<file path="src/rtl/dc_offset_pkg.sv">
// Shared types and helpers for the DC offset tracker: tracker FSM states,
// crossing detection, saturation selection and accumulator sizing.
package dc_offset_pkg;

    typedef enum logic [1:0] {
        ARM = 2'd0,
        POS = 2'd1,
        NEG = 2'd2
    } trk_state_e;

    typedef enum logic [1:0] {
        SAT_PASS = 2'd0,
        SAT_HI   = 2'd1,
        SAT_LO   = 2'd2
    } sat_sel_e;

    // Accumulator holds 2^log2_ncyc sums of (max+min), each W+1 bits wide.
    function automatic int acc_width(input int w, input int log2_ncyc);
        return w + 1 + log2_ncyc;
    endfunction

    function automatic logic is_rise(input logic prev_neg, input logic cur_neg);
        return prev_neg & ~cur_neg;
    endfunction

    function automatic logic is_fall(input logic prev_neg, input logic cur_neg);
        return ~prev_neg & cur_neg;
    endfunction

    // ext_msb/res_msb are the top two bits of a one-bit-wider result.
    function automatic sat_sel_e sat_select(input logic ext_msb, input logic res_msb);
        if (ext_msb == res_msb) begin
            return SAT_PASS;
        end
        return ext_msb ? SAT_LO : SAT_HI;
    endfunction

endpackage

</file>
<file path="src/rtl/dc_offset_tracker_if.sv">
// Sample-side bus of the DC offset tracker: valid-gated input samples in,
// corrected samples, offsets and lock flags out.
interface dc_offset_tracker_if #(
    parameter int W  = 14,
    parameter int CH = 3
);
    logic            in_valid;
    logic [CH*W-1:0] vin;
    logic            out_valid;
    logic [CH*W-1:0] vout;
    logic [CH*W-1:0] offset;
    logic [CH-1:0]   locked;

    modport master (
        output in_valid, vin,
        input  out_valid, vout, offset, locked
    );

    modport slave (
        input  in_valid, vin,
        output out_valid, vout, offset, locked
    );
endinterface

</file>
<file path="src/rtl/dc_offset_chan.sv">
// One channel of the DC offset tracker: crossing-driven peak FSM, period
// accumulator, zero-crossing timeout and offset correction.
// DC_OFFSET_SAT_EN selects saturating instead of wrapping correction.
//
// state | meaning
// ARM   | waiting for the first rising crossing
// POS   | positive half-period, tracking max
// NEG   | negative half-period, tracking min; next rise closes the period
module dc_offset_chan
    import dc_offset_pkg::*;
#(
    parameter int W         = 14,
    parameter int LOG2_NCYC = 2,
    parameter int TIMEOUT   = 4096
) (
    input  logic                clk,
    input  logic                rst,
    input  logic                i_valid,
    input  logic signed [W-1:0] i_sample,
    output logic signed [W-1:0] o_vout,
    output logic signed [W-1:0] o_offset,
    output logic                o_locked
);
    localparam int ACC_W  = acc_width(W, LOG2_NCYC);
    localparam int PCNT_W = LOG2_NCYC + 1;
    localparam int TCNT_W = $clog2(TIMEOUT + 1);
    localparam logic [PCNT_W-1:0] PCNT_LAST = PCNT_W'((1 << LOG2_NCYC) - 1);
    localparam logic [TCNT_W-1:0] TCNT_LOAD = TCNT_W'(TIMEOUT);

    trk_state_e              r_state, w_state_nxt;
    logic                    r_prev_neg;
    logic signed [W-1:0]     r_max, w_max_nxt;
    logic signed [W-1:0]     r_min, w_min_nxt;
    logic signed [ACC_W-1:0] r_acc, w_acc_nxt;
    logic [PCNT_W-1:0]       r_pcnt, w_pcnt_nxt;
    logic [TCNT_W-1:0]       r_tleft, w_tleft_nxt;
    logic signed [W-1:0]     r_offset, w_offset_nxt;
    logic                    r_locked, w_locked_nxt;
    logic signed [W-1:0]     r_vout;

    logic                    w_rise, w_fall, w_tmo;
    logic signed [ACC_W-1:0] w_mid, w_sum;
    logic signed [W-1:0]     w_offset_new, w_corr;

    assign w_rise = is_rise(r_prev_neg, i_sample[W-1]);
    assign w_fall = is_fall(r_prev_neg, i_sample[W-1]);
    // Timer runs down from TIMEOUT; reaching 1 before this sample means TIMEOUT samples seen.
    assign w_tmo  = (r_tleft == TCNT_W'(1));

    assign w_mid = $signed({{(ACC_W-W){r_max[W-1]}}, r_max})
                 + $signed({{(ACC_W-W){r_min[W-1]}}, r_min});
    assign w_sum = r_acc + w_mid;
    assign w_offset_new = W'(w_sum >>> (LOG2_NCYC + 1));

    always_ff @(posedge clk or posedge rst) begin
        if (rst) begin
            r_state <= ARM;
        end else begin
            r_state <= w_state_nxt;
        end
    end

    always_comb begin
        w_state_nxt  = r_state;
        w_max_nxt    = r_max;
        w_min_nxt    = r_min;
        w_acc_nxt    = r_acc;
        w_pcnt_nxt   = r_pcnt;
        w_tleft_nxt  = r_tleft;
        w_offset_nxt = r_offset;
        w_locked_nxt = r_locked;
        if (i_valid) begin
            if (w_rise || w_fall) begin
                w_tleft_nxt = TCNT_LOAD;
            end else if (r_tleft != '0) begin
                w_tleft_nxt = r_tleft - 1'b1;
            end
            unique case (r_state)
                ARM: begin
                    if (w_rise) begin
                        w_state_nxt = POS;
                        w_max_nxt   = i_sample;
                    end
                end
                POS: begin
                    if (w_fall) begin
                        w_state_nxt = NEG;
                        w_min_nxt   = i_sample;
                    end else if (w_tmo) begin
                        w_state_nxt  = ARM;
                        w_acc_nxt    = '0;
                        w_pcnt_nxt   = '0;
                        w_max_nxt    = '0;
                        w_min_nxt    = '0;
                        w_locked_nxt = 1'b0;
                    end else if (i_sample > r_max) begin
                        w_max_nxt = i_sample;
                    end
                end
                NEG: begin
                    if (w_rise) begin
                        w_state_nxt = POS;
                        w_max_nxt   = i_sample;
                        if (r_pcnt == PCNT_LAST) begin
                            w_offset_nxt = w_offset_new;
                            w_acc_nxt    = '0;
                            w_pcnt_nxt   = '0;
                            w_locked_nxt = 1'b1;
                        end else begin
                            w_acc_nxt  = w_sum;
                            w_pcnt_nxt = r_pcnt + 1'b1;
                        end
                    end else if (w_tmo) begin
                        w_state_nxt  = ARM;
                        w_acc_nxt    = '0;
                        w_pcnt_nxt   = '0;
                        w_max_nxt    = '0;
                        w_min_nxt    = '0;
                        w_locked_nxt = 1'b0;
                    end else if (i_sample < r_min) begin
                        w_min_nxt = i_sample;
                    end
                end
                default: w_state_nxt = ARM;
            endcase
        end
    end

`ifdef DC_OFFSET_SAT_EN
    logic signed [W:0] w_diff;
    assign w_diff = {i_sample[W-1], i_sample} - {r_offset[W-1], r_offset};
    always_comb begin
        unique case (sat_select(w_diff[W], w_diff[W-1]))
            SAT_HI:  w_corr = {1'b0, {(W-1){1'b1}}};
            SAT_LO:  w_corr = {1'b1, {(W-1){1'b0}}};
            default: w_corr = w_diff[W-1:0];
        endcase
    end
`else
    assign w_corr = i_sample - r_offset;
`endif

    always_ff @(posedge clk or posedge rst) begin
        if (rst) begin
            r_prev_neg <= 1'b0;
            r_max      <= '0;
            r_min      <= '0;
            r_acc      <= '0;
            r_pcnt     <= '0;
            r_tleft    <= TCNT_LOAD;
            r_offset   <= '0;
            r_locked   <= 1'b0;
            r_vout     <= '0;
        end else begin
            r_max    <= w_max_nxt;
            r_min    <= w_min_nxt;
            r_acc    <= w_acc_nxt;
            r_pcnt   <= w_pcnt_nxt;
            r_tleft  <= w_tleft_nxt;
            r_offset <= w_offset_nxt;
            r_locked <= w_locked_nxt;
            if (i_valid) begin
                r_prev_neg <= i_sample[W-1];
                r_vout     <= w_corr;
            end
        end
    end

    assign o_vout   = r_vout;
    assign o_offset = r_offset;
    assign o_locked = r_locked;

endmodule

</file>
<file path="src/rtl/dc_offset_tracker.sv">
// Multi-channel DC offset remover: CH independent trackers sharing one valid.
// DC_OFFSET_SAT_EN selects saturating instead of wrapping correction.
module dc_offset_tracker
    import dc_offset_pkg::*;
#(
    parameter int W         = 14,
    parameter int CH        = 3,
    parameter int LOG2_NCYC = 2,
    parameter int TIMEOUT   = 4096
) (
    input  logic               clk,
    input  logic               rst,
    dc_offset_tracker_if.slave bus
);
    logic                r_out_valid;
    logic signed [W-1:0] w_vout   [CH];
    logic signed [W-1:0] w_offset [CH];
    logic [CH-1:0]       w_locked;
    logic [CH*W-1:0]     w_vout_bus, w_offset_bus;

    always_ff @(posedge clk or posedge rst) begin
        if (rst) begin
            r_out_valid <= 1'b0;
        end else begin
            r_out_valid <= bus.in_valid;
        end
    end

    for (genvar k = 0; k < CH; k++) begin : g_chan
        dc_offset_chan #(
            .W         (W),
            .LOG2_NCYC (LOG2_NCYC),
            .TIMEOUT   (TIMEOUT)
        ) u_chan (
            .clk      (clk),
            .rst      (rst),
            .i_valid  (bus.in_valid),
            .i_sample (bus.vin[k*W +: W]),
            .o_vout   (w_vout[k]),
            .o_offset (w_offset[k]),
            .o_locked (w_locked[k])
        );
    end

    always_comb begin
        w_vout_bus   = '0;
        w_offset_bus = '0;
        for (int k = 0; k < CH; k++) begin
            w_vout_bus[k*W +: W]   = w_vout[k];
            w_offset_bus[k*W +: W] = w_offset[k];
        end
    end

    assign bus.out_valid = r_out_valid;
    assign bus.vout      = w_vout_bus;
    assign bus.offset    = w_offset_bus;
    assign bus.locked    = w_locked;

endmodule
</file>
<file path="src/flat_wrapper.sv">
// flat-port wrapper written by rule: the top's interface ports become plain ports
module dc_offset_tracker_flat import dc_offset_pkg::*;
#(
    parameter int W         = 14,
    parameter int CH        = 3,
    parameter int LOG2_NCYC = 2,
    parameter int TIMEOUT   = 4096
)
  (clk, rst, bus_in_valid, bus_vin, bus_out_valid, bus_vout, bus_offset, bus_locked);
  dc_offset_tracker_if #(.W(W), .CH(CH)) bus_i ();
  input  logic clk;
  input  logic rst;
  input wire logic [$bits(bus_i.in_valid)-1:0] bus_in_valid;
  input wire logic [$bits(bus_i.vin)-1:0] bus_vin;
  output wire logic [$bits(bus_i.out_valid)-1:0] bus_out_valid;
  output wire logic [$bits(bus_i.vout)-1:0] bus_vout;
  output wire logic [$bits(bus_i.offset)-1:0] bus_offset;
  output wire logic [$bits(bus_i.locked)-1:0] bus_locked;
  assign bus_i.in_valid = bus_in_valid;
  assign bus_i.vin = bus_vin;
  assign bus_out_valid = bus_i.out_valid;
  assign bus_vout = bus_i.vout;
  assign bus_offset = bus_i.offset;
  assign bus_locked = bus_i.locked;
  dc_offset_tracker #(.W(W), .CH(CH), .LOG2_NCYC(LOG2_NCYC), .TIMEOUT(TIMEOUT)) u_core (.clk(clk), .rst(rst), .bus(bus_i));
endmodule
</file>
<file path="config.mk">
export PLATFORM = sky130hd
export DESIGN_NAME = dc_offset_tracker_flat
export DESIGN_NICKNAME = d
export VERILOG_FILES = /design/src/rtl/dc_offset_pkg.sv /design/src/rtl/dc_offset_tracker_if.sv /design/src/rtl/dc_offset_chan.sv /design/src/rtl/dc_offset_tracker.sv /design/src/flat_wrapper.sv
export SDC_FILE = /design/constraint.sdc
export NUM_CORES = 1
export LEC_CHECK = 0
export ABC_AREA = 1
export CAP_MARGIN = 20
export CORE_UTILIZATION = 30
export CTS_CLUSTER_DIAMETER = 80
export DETAILED_ROUTE_END_ITERATION = 8
export MAX_ROUTING_LAYER = met4
export PLACE_DENSITY = 0.59
export SLEW_MARGIN = 20
export SYNTH_ARGS = -nofsm -noshare
export SYNTH_HDL_FRONTEND = slang
export SYNTH_HIERARCHICAL = 1
export SYNTH_SLANG_ARGS = --single-unit
</file>
<file path="constraint.sdc">
create_clock -name clk -period 3.42 [get_ports clk]
set_input_delay 0.855 -clock clk [delete_from_list [all_inputs] [get_ports clk]]
set_output_delay 0.855 -clock clk [all_outputs]
set_load 0.005 [all_outputs]
</file>
* Yosys cells after proc, flatten, opt, wreduce, memory -nomap -nowiden
Cells that the tools add are included.
Operators by class: mux-type cells 102, reductions and logical operators 39, $lt $le $gt $ge 6, $mul 0, equality and inequality tests 36, $add $sub $neg 15, divide/modulo/power cells 0, shifts and indexed selects 0, bitwise gates (word level) 12
Operator list (number):
- 2-to-1 mux 14 bit | 30
- 2-to-1 mux 17 bit | 12
- case mux 14 bit (3 select lines) | 3
- case mux 17 bit (2 select lines) | 3
- case mux 14 bit (2 select lines) | 3
- 2-to-1 mux 13 bit | 6
- adder 17 x 15 -> 17 bit | 3
- adder 14 x 14 -> 15 bit | 3
- != test 3 bit (second input constant) | 15
- greater-than comparator 14 bit | 3
- < comparator 14 bit | 3
- subtractor 14 bit | 3
- == test 13 x 1 -> 1 bit (second input constant) | 3
- nonzero test 13 bit | 3
- subtractor 13 x 1 -> 13 bit (second input constant) | 3
- 2-to-1 mux 3 bit | 12
- 2-to-1 mux 2 bit | 12
- AND reduction 4 bit | 6
- != test 2 bit (second input constant) | 9
- case mux 2 bit (3 select lines) | 3
- case mux 3 bit (2 select lines) | 3
- AND reduction 6 bit | 3
- AND reduction 5 bit | 3
- 2-to-1 mux 1 bit | 12
- 13 further kinds | 51
Word-level totals: input bits 45, bits in latches 0, register bits 280, output and inout port bits 88, memory bits (writable) 0, ROM bits 0, memories kept 0

* Logic depth before layout (Yosys ltp)
depth after elaboration 5, mapped depth 17, gate-level depth less buffers 16

* Hierarchy
The synthesis kept the hierarchy.
Modules (own cells, without submodules):
- dc_offset_chan at u_core.g_chan[1].u_chan | area an instance 6851.6 µm², times used 1, cells each 890
- dc_offset_chan at u_core.g_chan[2].u_chan | area an instance 6817.8 µm², times used 1, cells each 902
- dc_offset_chan at u_core.g_chan[0].u_chan | area an instance 6797.8 µm², times used 1, cells each 877
- dc_offset_tracker | area an instance 28.8 µm², times used 1, cells each 2

* Least setup slack after synthesis
Ideal clock, no wire load.
path kind register to register, start point reg u_core.g_chan[2].u_chan.r_max[1], end point reg u_core.g_chan[2].u_chan.r_offset[12], buffers on the path 0, slack 906 ps, period minus slack after synthesis 2514 ps, stages on the path, launching flop included 13, library setup time 117 ps, arrival time 2396 ps, cell sequence dfrtp_1 -> inv_1 -> fa_1 -> inv_1 -> ha_1 -> fa_1 -> nand2_1 -> nand3_1 -> nand3_1 -> nand3b_1 -> or2_2 -> nand3_1 -> nand2_1
On the way: cells in the longest elaborated chain, start to end 2
Ends and longest elaborated chain:
- start: declaration | line dc_offset_chan.sv:32 | logic signed [W-1:0] r_max, w_max_nxt;
- start signal: assignment | line dc_offset_chan.sv:155 | r_max <= w_max_nxt;
- adder 14 x 14 -> 15 bit | line dc_offset_chan.sv:51 | + $signed({{(ACC_W-W){r_min[W-1]}}, r_min});
- adder 17 x 15 -> 17 bit | line dc_offset_chan.sv:52 | assign w_sum = r_acc + w_mid;
- end signal: assignment | line dc_offset_chan.sv:160 | r_offset <= w_offset_nxt;
- end: declaration | line dc_offset_chan.sv:37 | logic signed [W-1:0] r_offset, w_offset_nxt;
No other way between the ends. A chain may end at the register's enable or synchronous reset.

* Final worst setup path
Same ends and word-level chain as after synthesis.

==> results.sh <==
export IMPL_synth_common_cells="nand2_1, inv_1, dfrtp_1, nand3_1, ha_1"
export IMPL_maxCapViolCount=0
export IMPL_drive_above_1_share_pct=6.65
export IMPL_avgSynthCellArea_sq_um=7.67
export IMPL_die_h_um=263
export IMPL_hold_path_class="register to register"
export IMPL_seq_area_frac_synth_pct=34.2
export IMPL_wl_met2_um=27200
export IMPL_path_buf_inv=2
export IMPL_synth_top_cell_area_share_pct=33.8
export IMPL_hold_buffers=0
export IMPL_synth_area_leader_cell="dfrtp_1"
export IMPL_worst_slack_ns=0.549
export IMPL_synth_distinct_cells=48
export IMPL_cp_cell_sequence="inv_1 -> fa_1 -> inv_1 -> ha_1 -> fa_1 -> nand2_1 -> nand3_1 -> nand3_1 -> nand3b_1 -> or2_2 -> nand3_1 -> nand2_1"
export IMPL_core_sq_um=67400
export IMPL_syn_area_sq_um=20500
export IMPL_nNetsFinal=3122
export IMPL_crit_path_max_fanout=4
export IMPL_clock_sinks=280
export IMPL_ys_seq_elements=280
export IMPL_finalNonFillerCells=3731
export IMPL_multi_input_area_sq_um=11600
export IMPL_cts_tree="yes"
export IMPL_grt_pass1_vias=17400
export IMPL_rr_startpoint="u_core/g_chan[2].u_chan/r_max[1]"
export IMPL_cts_made_buffers=39
export IMPL_fp_dieW_um=263
export IMPL_postCtsSetupRepairBufs=0
export IMPL_worstPathArrival_ns=3.30
export IMPL_clk_latency_ns=0.56
export IMPL_netlist_top_cells_area="dfrtp_1, nand2_1, ha_1"
export IMPL_finalPower_mw=21.0
export IMPL_leakagePower_nw=12.4
export IMPL_io_pins=133
export IMPL_h_tree_depth=2
export IMPL_yosysMostFrequentCell="nand2_1"
export IMPL_place_inst=3660
export IMPL_ys_async_sr_fraction_pct=100
export IMPL_period_needed_ns=2.87
export IMPL_syn_inst=2671
export IMPL_synth_edf_count=0
export IMPL_ys_flop_type="dfrtp_1"
export IMPL_seq_area_sq_um=7010
export IMPL_hold_viol=0
export IMPL_ctsRootBufferMaster="clkbuf_16"
export IMPL_vias=17900
export IMPL_clk_pin_slew_worst_paths_ns=0.06
export IMPL_dr_wl_met3_um=2910
export IMPL_ir_drop_v=0.000350
export IMPL_drt_wl_total_um=60100
export IMPL_met1Wirelength_um=27600
export IMPL_dieArea_sq_um=69400
export IMPL_area_delta_synth_final_pct=18.4
export IMPL_rsz0062_at_grt="no"
export IMPL_yosysWarnings=6
export IMPL_startpoint_type="register"
export IMPL_fin_crit_sh_pct=83.9
export IMPL_antennaDiodeCount=0
export IMPL_slowest_delay_ns=0.54
export IMPL_worstMarginPinSlew_ns=0.541
export IMPL_gr_total_overflow=0
export IMPL_firstDrtPassIters=5
export IMPL_finalSetupViolations=0
export IMPL_cpMaxStageDelayCell="fa_1"
export IMPL_grt_max_degree=68
export IMPL_syn_nets=2965
export IMPL_wl_per_cell_um=16.1
export IMPL_antenna_found_initial=0
export IMPL_placed_area_sq_um=22900
export IMPL_antenna_left=0
export IMPL_crit_type="register to register"
export IMPL_finClkSkew_ns=0.0280
export IMPL_powerDensity_nw_per_um2=866
export IMPL_grt_usage_pct=17.9
export IMPL_status="finished, final reports clean"
export IMPL_hp_start="u_core/g_chan[0].u_chan/r_pcnt[2]"
export IMPL_drt_iter0_markers=1454
export IMPL_routed_top_layer="met4"
export IMPL_post_dp_hpwl_um=46400
export IMPL_timing_fmax_ghz=0.348
export IMPL_slew_headroom_pct=63.8
export IMPL_fillerInstances=7037
export IMPL_slew_viol_final=0
export IMPL_path_delay_family="adder cells"
export IMPL_crit_start="u_core/g_chan[2].u_chan/r_max[1]"
export IMPL_rows=95
export IMPL_io_buffers=132
export IMPL_crit_path_end_kind="register"
export IMPL_gp_congestion=0.914
export IMPL_initial_utilization_pct=30.4
export IMPL_required_ns=3.85
export IMPL_cts_resized=0
export IMPL_vias_per_cell=4.80
export IMPL_drc_errors=0
export IMPL_stdcell_area_sq_um=24300
export IMPL_dp_slack_ns=0.162
export IMPL_fin_setup_tns_ns=0
export IMPL_clock_path_buffers=3
export IMPL_grt_pass1_wl_um=96000
export IMPL_path_common_cell="nand3_1"
==> through the flow <==
stage / hold slack [ns] / util (%)
global placement: 0.452 / 34.0
finish: 0.463 / 36.0
global route: 0.489 / 36.0
CTS: 0.470 / 36.0
detailed placement: 0.454 / 34.0
floorplan: 0.437 / -
==> area by class of cell <==
type	count	share of cell area [%]
clock buffers	53	4.61
clock inverters	18	0.918
inverters	402	6.28
multi-input cells	1934	48.0
flip-flops and latches	280	28.9
well taps	873	4.50
repair buffers	171	6.79
==> where the power goes <==
group / switching [mW] / internal [mW] / leakage, nW
Clock: 1.65 / 2.61 / 0.671
Combinational: 7.04 / 4.18 / 8.21
Sequential: 1.15 / 4.37 / 3.56
Total: 9.84 / 11.2 / 12.4
==> registers in the layout (all words and copies together) (netlist names) <==
signal / flops
u_core/g_chan.u_chan/o_locked: 3
u_core/bus.out_valid: 1
u_core/g_chan.u_chan/r_tleft: 39
u_core/g_chan.u_chan/r_state: 6
u_core/g_chan.u_chan/r_prev_neg: 3
u_core/g_chan.u_chan/o_vout: 42
u_core/g_chan.u_chan/r_acc: 51
u_core/g_chan.u_chan/o_offset: 42
u_core/g_chan.u_chan/r_pcnt: 9
u_core/g_chan.u_chan/r_max: 42
u_core/g_chan.u_chan/r_min: 42
==> worst min-delay path, delay by kind of cell (launching register included) <==
family / cells / cell delay [ns]
flops: 1 / 0.34
simple gates: 1 / 0.05
buf+inv: 1 / 0.04
==> layer usage <==
| metal | vias up | global-route usage (%) |
|---|---|---|
| li1 | 8967 | - |
| met1 | 8368 | 23.4 |
| met2 | 454 | 28.0 |
| met3 | 105 | 2.47 |
| met4 | 0 | 6.95 |
| met5 | - | - |
==> layout by cell type (no fill, tap or decap), drive strengths merged <==
cell,Yosys,routed
nand4,26,26
o211a,1,1
nor4,3,3
o21bai,8,8
nand3b,19,19
or2,13,13
ha,195,195
a22o,8,8
a21o,13,13
nor3b,2,2
dfrtp,277,277
nand2,710,710
buf,35,40
a31oi,15,15
clkbuf,20,53
clkdlybuf4s50,0,131
dfstp,3,3
o31ai,10,10
nand3,231,231
xnor2,16,16
clkinv,5,18
xor2,52,52
fa,54,54
o21a,5,5
a21oi,193,193
o211ai,1,1
inv,397,398
o22ai,9,9
nor3,19,19
a21boi,1,1
o221ai,3,3
bufinv,0,4
nor2,186,186
o21ai,141,141
==> cell families after synthesis <==
logic type,Yosys count,share of synthesized area (%)
xor+xnor,68,2.91
buf+inv,457,8.97
compound gates,408,10.9
flops,280,34.2
simple gates,1209,25.8
fa+ha+maj,249,17.2
==> path summary, 6_finish.rpt <==
check	end	cells past startpoint	slack, ns
worst max-delay path	u_core/g_chan[2].u_chan/o_offset[12]	12	0.55
worst min register to register	u_core/g_chan[0].u_chan/r_pcnt[2]	2	0.46
worst max register to register	u_core/g_chan[2].u_chan/o_offset[12]	12	0.55
worst min-delay path	u_core/g_chan[0].u_chan/r_pcnt[2]	2	0.46
min in group asynchronous	u_core/bus.out_valid	2	0.76
max in group asynchronous	u_core/g_chan[2].u_chan/r_acc[9]	3	1.87
Note: power is estimated with default switching activity, not from simulation.
